### src/rtl/fpu_sgnj_pkg.sv
// Shared widths, variant encodings and the per-lane sign-injection function
// used by the FPU sign-injection responder.
package fpu_sgnj_pkg;

  localparam int XLEN          = 32;
  localparam int INST_FPU_BITS = 4;
  localparam int INST_FMT_BITS = 2;
  localparam int INST_FRM_BITS = 3;
  localparam int FP_FLAGS_BITS = 5;

  typedef enum logic [INST_FRM_BITS-1:0] {
    FRM_SGNJ  = 3'd0,
    FRM_SGNJN = 3'd1,
    FRM_SGNJX = 3'd2
  } frm_e;

  // Any variant outside SGNJ/SGNJN/SGNJX is a move: dataa is returned untouched.
  function automatic logic [XLEN-1:0] sgnj_lane(
    input logic [XLEN-1:0]          a,
    input logic [XLEN-1:0]          b,
    input logic [INST_FRM_BITS-1:0] frm,
    input logic                     is_double
  );
    logic [XLEN-1:0] res;
    logic            dbl;
    logic            sa;
    logic            sb;
    logic            sign;
    dbl = (XLEN == 64) && is_double;
    sa  = dbl ? a[XLEN-1] : a[31];
    sb  = dbl ? b[XLEN-1] : b[31];
    case (frm)
      FRM_SGNJ:  sign = sb;
      FRM_SGNJN: sign = ~sb;
      FRM_SGNJX: sign = sa ^ sb;
      default:   sign = sa;
    endcase
    res = a;
    if (dbl) begin
      res[XLEN-1] = sign;
    end else begin
      res[31] = sign;
      for (int i = 32; i < XLEN; i++) res[i] = 1'b1;
    end
    if (frm == FRM_SGNJ || frm == FRM_SGNJN || frm == FRM_SGNJX) return res;
    return a;
  endfunction

endpackage

### src/rtl/VX_fifo_queue.sv
// First-word fall-through FIFO: the head entry is read straight from the
// storage registers, so data_out is valid whenever empty is low.
module VX_fifo_queue #(
  parameter int DATAW = 8,
  parameter int DEPTH = 4
) (
  input  logic             clk,
  input  logic             reset,
  input  logic             push,
  input  logic             pop,
  input  logic [DATAW-1:0] data_in,
  output logic [DATAW-1:0] data_out,
  output logic             empty,
  output logic             full
);

  localparam int ADDRW = (DEPTH > 1) ? $clog2(DEPTH) : 1;
  localparam int CNTW  = $clog2(DEPTH + 1);

  logic [DATAW-1:0] mem [DEPTH];
  logic [ADDRW-1:0] wr_ptr;
  logic [ADDRW-1:0] rd_ptr;
  logic [CNTW-1:0]  count;
  logic             do_pop;

  function automatic logic [ADDRW-1:0] next_ptr(input logic [ADDRW-1:0] p);
    return (p == ADDRW'(DEPTH - 1)) ? '0 : p + 1'b1;
  endfunction

  assign do_pop   = pop && !empty;
  assign empty    = (count == '0);
  assign full     = (count == CNTW'(DEPTH));
  assign data_out = mem[rd_ptr];

  always_ff @(posedge clk or posedge reset) begin
    if (reset) begin
      wr_ptr <= '0;
      rd_ptr <= '0;
      count  <= '0;
    end else begin
      if (push)   wr_ptr <= next_ptr(wr_ptr);
      if (do_pop) rd_ptr <= next_ptr(rd_ptr);
      if (push && !do_pop)      count <= count + 1'b1;
      else if (!push && do_pop) count <= count - 1'b1;
    end
  end

  always_ff @(posedge clk) begin
    if (push) mem[wr_ptr] <= data_in;
  end

  // Upstream credits make an overflowing push impossible.
  assert property (@(posedge clk) disable iff (reset) !(push && full));

endmodule

### src/rtl/fpu_sgnj_responder.sv
// FPU sign-injection responder: fixed-latency non-stalling pipeline feeding a
// credit-protected output FIFO, so no result is lost under response backpressure.
module fpu_sgnj_responder
  import fpu_sgnj_pkg::*;
#(
  parameter int NUM_LANES = 1,
  parameter int TAG_WIDTH = 1,
  parameter int LATENCY   = 3,
  parameter int OUT_DEPTH = 4
) (
  input  logic                               clk,
  input  logic                               reset,
  input  logic                               req_valid,
  input  logic [TAG_WIDTH-1:0]               req_tag,
  input  logic [INST_FPU_BITS-1:0]           req_op_type,
  input  logic [INST_FMT_BITS-1:0]           req_fmt,
  input  logic [INST_FRM_BITS-1:0]           req_frm,
  input  logic [NUM_LANES*XLEN-1:0]          req_dataa,
  input  logic [NUM_LANES*XLEN-1:0]          req_datab,
  input  logic [NUM_LANES*XLEN-1:0]          req_datac,
  output logic                               req_ready,
  output logic                               rsp_valid,
  output logic [TAG_WIDTH-1:0]               rsp_tag,
  output logic [NUM_LANES*XLEN-1:0]          rsp_result,
  output logic [NUM_LANES*FP_FLAGS_BITS-1:0] rsp_fflags,
  output logic                               rsp_has_fflags,
  input  logic                               rsp_ready
);

  localparam int LANES_W = NUM_LANES * XLEN;
  localparam int DATAW   = TAG_WIDTH + LANES_W;
  localparam int CNT_W   = $clog2(OUT_DEPTH + 1);

  logic               req_fire;
  logic               rsp_fire;
  logic [CNT_W-1:0]   pending;
  logic               fifo_empty;
  logic               fifo_full;
  logic [DATAW-1:0]   head;
  logic [LANES_W-1:0] result_p0;
  logic [LATENCY-1:0] vld_p;
  logic [DATAW-1:0]   data_p [LATENCY];
  logic               unused_inputs;

  assign unused_inputs = ^{req_op_type, req_fmt[INST_FMT_BITS-1:1], req_datac, fifo_full};

  // Ready depends only on the credit register, never on rsp_ready.
  assign req_ready = !reset && (pending != CNT_W'(OUT_DEPTH));
  assign req_fire  = req_valid && req_ready;
  assign rsp_valid = !fifo_empty;
  assign rsp_fire  = rsp_valid && rsp_ready;

  always_ff @(posedge clk or posedge reset) begin
    if (reset) begin
      pending <= '0;
    end else if (req_fire && !rsp_fire) begin
      pending <= pending + 1'b1;
    end else if (!req_fire && rsp_fire) begin
      pending <= pending - 1'b1;
    end
  end

  always_comb begin
    result_p0 = '0;
    for (int l = 0; l < NUM_LANES; l++) begin
      result_p0[l*XLEN +: XLEN] = sgnj_lane(req_dataa[l*XLEN +: XLEN],
                                            req_datab[l*XLEN +: XLEN],
                                            req_frm, req_fmt[0]);
    end
  end

  // Stage 0 captures the fired request; each later stage shifts unconditionally.
  always_ff @(posedge clk or posedge reset) begin
    if (reset) begin
      vld_p <= '0;
    end else begin
      vld_p[0] <= req_fire;
      for (int s = 1; s < LATENCY; s++) vld_p[s] <= vld_p[s-1];
    end
  end

  always_ff @(posedge clk) begin
    data_p[0] <= {req_tag, result_p0};
    for (int s = 1; s < LATENCY; s++) data_p[s] <= data_p[s-1];
  end

  // Last stage writes the output buffer.
  VX_fifo_queue #(
    .DATAW (DATAW),
    .DEPTH (OUT_DEPTH)
  ) out_fifo (
    .clk      (clk),
    .reset    (reset),
    .push     (vld_p[LATENCY-1]),
    .pop      (rsp_fire),
    .data_in  (data_p[LATENCY-1]),
    .data_out (head),
    .empty    (fifo_empty),
    .full     (fifo_full)
  );

  assign rsp_tag        = head[DATAW-1 -: TAG_WIDTH];
  assign rsp_result     = head[LANES_W-1:0];
  assign rsp_fflags     = '0;
  assign rsp_has_fflags = 1'b0;

  assert property (@(posedge clk) disable iff (reset) pending <= CNT_W'(OUT_DEPTH));

endmodule

### config.mk
export PLATFORM = sky130hd
export DESIGN_NAME = fpu_sgnj_responder
export DESIGN_NICKNAME = d
export VERILOG_FILES = /design/src/rtl/fpu_sgnj_pkg.sv /design/src/rtl/VX_fifo_queue.sv /design/src/rtl/fpu_sgnj_responder.sv
export SDC_FILE = /design/constraint.sdc
export NUM_CORES = 1
export LEC_CHECK = 0
export BUFFER_PORTS_ARGS = -buffer_cell sky130_fd_sc_hd__buf_4
export CAP_MARGIN = 20
export CORE_MARGIN = 10
export CORE_UTILIZATION = 58
export DETAILED_ROUTE_END_ITERATION = 6
export PLACE_DENSITY = 0.83
export SYNTH_ARGS = -nofsm -noshare
export SYNTH_HDL_FRONTEND = slang
export SYNTH_SLANG_ARGS = --single-unit
### constraint.sdc
create_clock -name clk -period 6.23 [get_ports clk]
set_input_delay 0.623 -clock clk [delete_from_list [all_inputs] [get_ports clk]]
set_output_delay 0.623 -clock clk [all_outputs]
set_load 0.01 [all_outputs]
==> impl_metrics.tcl <==
set metrics [dict create \
    vias 3123 \
    area_growth_syn_to_layout_pct 18.20 \
    dr_wl_met3_um 667 \
    setup.worst_path.start_class "register" \
    hold_path.class "in2async" \
    clk_pin_slew_ns 0.06 \
    dieArea_um2 17980 \
    root_buffer "clkbuf_16" \
    io_pins 151 \
    first_global_vias 3499 \
    status "finished clean" \
    slowest_stage "dfrtp_2" \
    cts_setup_buffers 0 \
    synth.area.top_cells "edfxtp_1 53%, dfxtp_1 26%, mux4_2 8.4%" \
    overflow 0 \
    async_flop_share_pct 5.328 \
    wl_met2_mm 5.755 \
    numCtsBuffers 23 \
    synthesis.area_um2 7548 \
    drv_cap 0 \
    final_util_pct 70.42 \
    peakVddDrop_uv 299.6 \
    ctsResizeCount 0 \
    cp_common_cell "buf_4" \
    gp_congestion 0.6732 \
    critPathMaxStageDelay_ns 0.68 \
    fin_crit_ns 3.120 \
    place_hpwl_mm 6.922 \
    synth_area_leader_cell "edfxtp_1" \
    clock-sinks 244 \
    dr.pass1.iters 4 \
    vias_per_cell 5.037 \
    setup_viol 0 \
    maxSlewViolCount 0 \
    p_per_area_nw_per_um2 452.8 \
    track_usage_pct 12.85 \
    route.detailed.drc 0 \
    yosys_most_used_dff "edfxtp_1" \
    slew-limit-headroom_pct 36.95 \
    grt_start_max_net_pins 36 \
    totalWireLength_mm 11.59 \
    rrSetupSlack_ns 4.08 \
    cts_max_level 1 \
    synth_most_common_cell "edfxtp_1" \
    critPathKind "reg2out" \
    tns_ns 0 \
    finalNetCount 550 \
    rsz0062_at_grt "false" \
    hold_slack_ns 0.1765 \
    ctsLongestPathBuffers 3 \
    finalClockSkew_ns 0.01214 \
    cts_hold_buf 0 \
    drive_gt1_share_pct 32.37 \
    synth.top_cell.area_share_pct 52.51 \
    dr.max_layer_used "met4" \
    die_x_um 134.1 \
    drtAntennaViolNets 0 \
    antenna_found_initial 0 \
    yosysWarnings 0 \
    synth_seq_cells 244 \
    synth.distinct_cells 27 \
    ys_seq_area_share_pct 83.08 \
    cp_max_fo 22 \
    cp.required_ns 5.61 \
    cts_tree "yes" \
    worst_pin_slew_ns 0.9458 \
    synth_edf_count 132 \
    wl_per_cell_um 18.70 \
    hold_violations 0 \
    crit_arrival_ns 2.50 \
    p_leak_nw 3.318 \
    crit_chain "buf_4 -> mux4_1 -> buf_4" \
    portBuffers 75 \
    syn_avg_cell_area_um2 22.27 \
    period_share_pct 50.09 \
    start_util_pct 59.57 \
    antenna_cells 0 \
    syn_inst 339 \
    wl_met1_mm 4.978 \
    clkLatencyLatePin_ns 0.49 \
    fmax_ghz 0.3205 \
    die_y_um 134.1 \
    core_um2 12670 \
    total_power_w 0.004040 \
    grt_pass1_wl_mm 18.31 \
    rows 41 \
    drtIter0Drc 189 \
    worst_setup_path_end_kind "primary output" \
    netlist_top_cells_count "132 x edfxtp_1, 99 x dfxtp_1, 28 x mux4_2" \
]
[through the flow]
step	instances	instance area (um2)	setup slack [ns]
5_1_grt	620	8922	2.912
3_5_place_dp	578	8224	3.554
2_1_floorplan	344	7567	4.130
3_3_place_gp	578	8224	3.555
6_report	620	8922	3.110
4_1_cts	620	8922	3.028
[cells in the final DEF (no fill, tap or decap), types with 2 or more instances in the layout]
master       n
mux2_2       4
clkbuf_1    11
ha_1         7
mux4_1       5
xor2_1       4
o21ai_0      2
and2_2       4
buf_4       76
dfrtp_1     11
conb_1       6
mux4_2      28
dfrtp_2      2
fa_1         2
clkinv_1     2
inv_1        6
edfxtp_1   132
nor2_1       5
clkbuf_8     2
clkbuf_16   24
dfxtp_1     99
nand2_1      3
xnor2_1      2
[state kept, by name, indices dropped and copies added, names as in the netlist]
| register | cells |
|---|---|
| out_fifo.mem | 132 |
| data_p | 99 |
| out_fifo.count | 3 |
| pending | 3 |
| vld_p | 3 |
| out_fifo.rd_ptr | 2 |
| out_fifo.wr_ptr | 2 |
[path summary, 6_finish.rpt]
check / end / start / cells after the start
worst min register to register: data_p[0][44]$_DFF_P_ / data_p[0][11]$_DFF_P_ / 0
min in group clk: data_p[0][26]$_DFF_P_ / req_dataa[26] / 1
worst max-delay path: rsp_result[20] / out_fifo.rd_ptr[0]$_DFFE_PP0P_ / 3
worst min-delay path: pending[0]$_DFFE_PP0P_ / reset / 2
max in group asynchronous: out_fifo.rd_ptr[0]$_DFFE_PP0P_ / reset / 2
worst max register to register: out_fifo.count[2]$_DFFE_PP0P_ / out_fifo.count[0]$_DFFE_PP0P_ / 8
[cell type report]
class	instances	area, um2
fill	791	3749
clock inverter	5	28.78
tap	172	215.2
timing repair buffer	76	570.5
clock buffer	37	669.4
inverter	6	22.52
multi-input combinational	80	1142
sequential	244	6274
[per-layer routing]
| layer | global-route usage [%] | vias to the layer above |
|---|---|---|
| met2 | 21.39 | 80 |
| met4 | 4.293 | 0 |
| met5 | 0 | - |
| met1 | 15.95 | 1563 |
| li1 | - | 1462 |
| met3 | 3.510 | 18 |
[power breakdown]
group	leakage, nW	switching [W]	internal [W]
sequential	2.19	0.000137	0.00186
clock	0.335	0.000529	0.000736
combinational	0.794	0.000335	0.000439
total	3.32	0.00100	0.00304
[critical path: cells and delay by family (launching register included)]
kind | cells | cell delay [ns]
muxes | 1 | 0.67
buffers and inverters | 2 | 0.66
DFF | 1 | 0.68
[kinds of logic after synthesis]
kind of cell               synth area share [%]
DFF                                       83.08
muxes                                     10.69
buffers and inverters                     2.105
and+or+nand+nor                           1.160
adders and majority gates                 1.691
AOI/OAI and AO/OA                        0.5304
xor gates and xnor gates                 0.6962
other                                   0.04968
(Power assumes the default switching activity.)
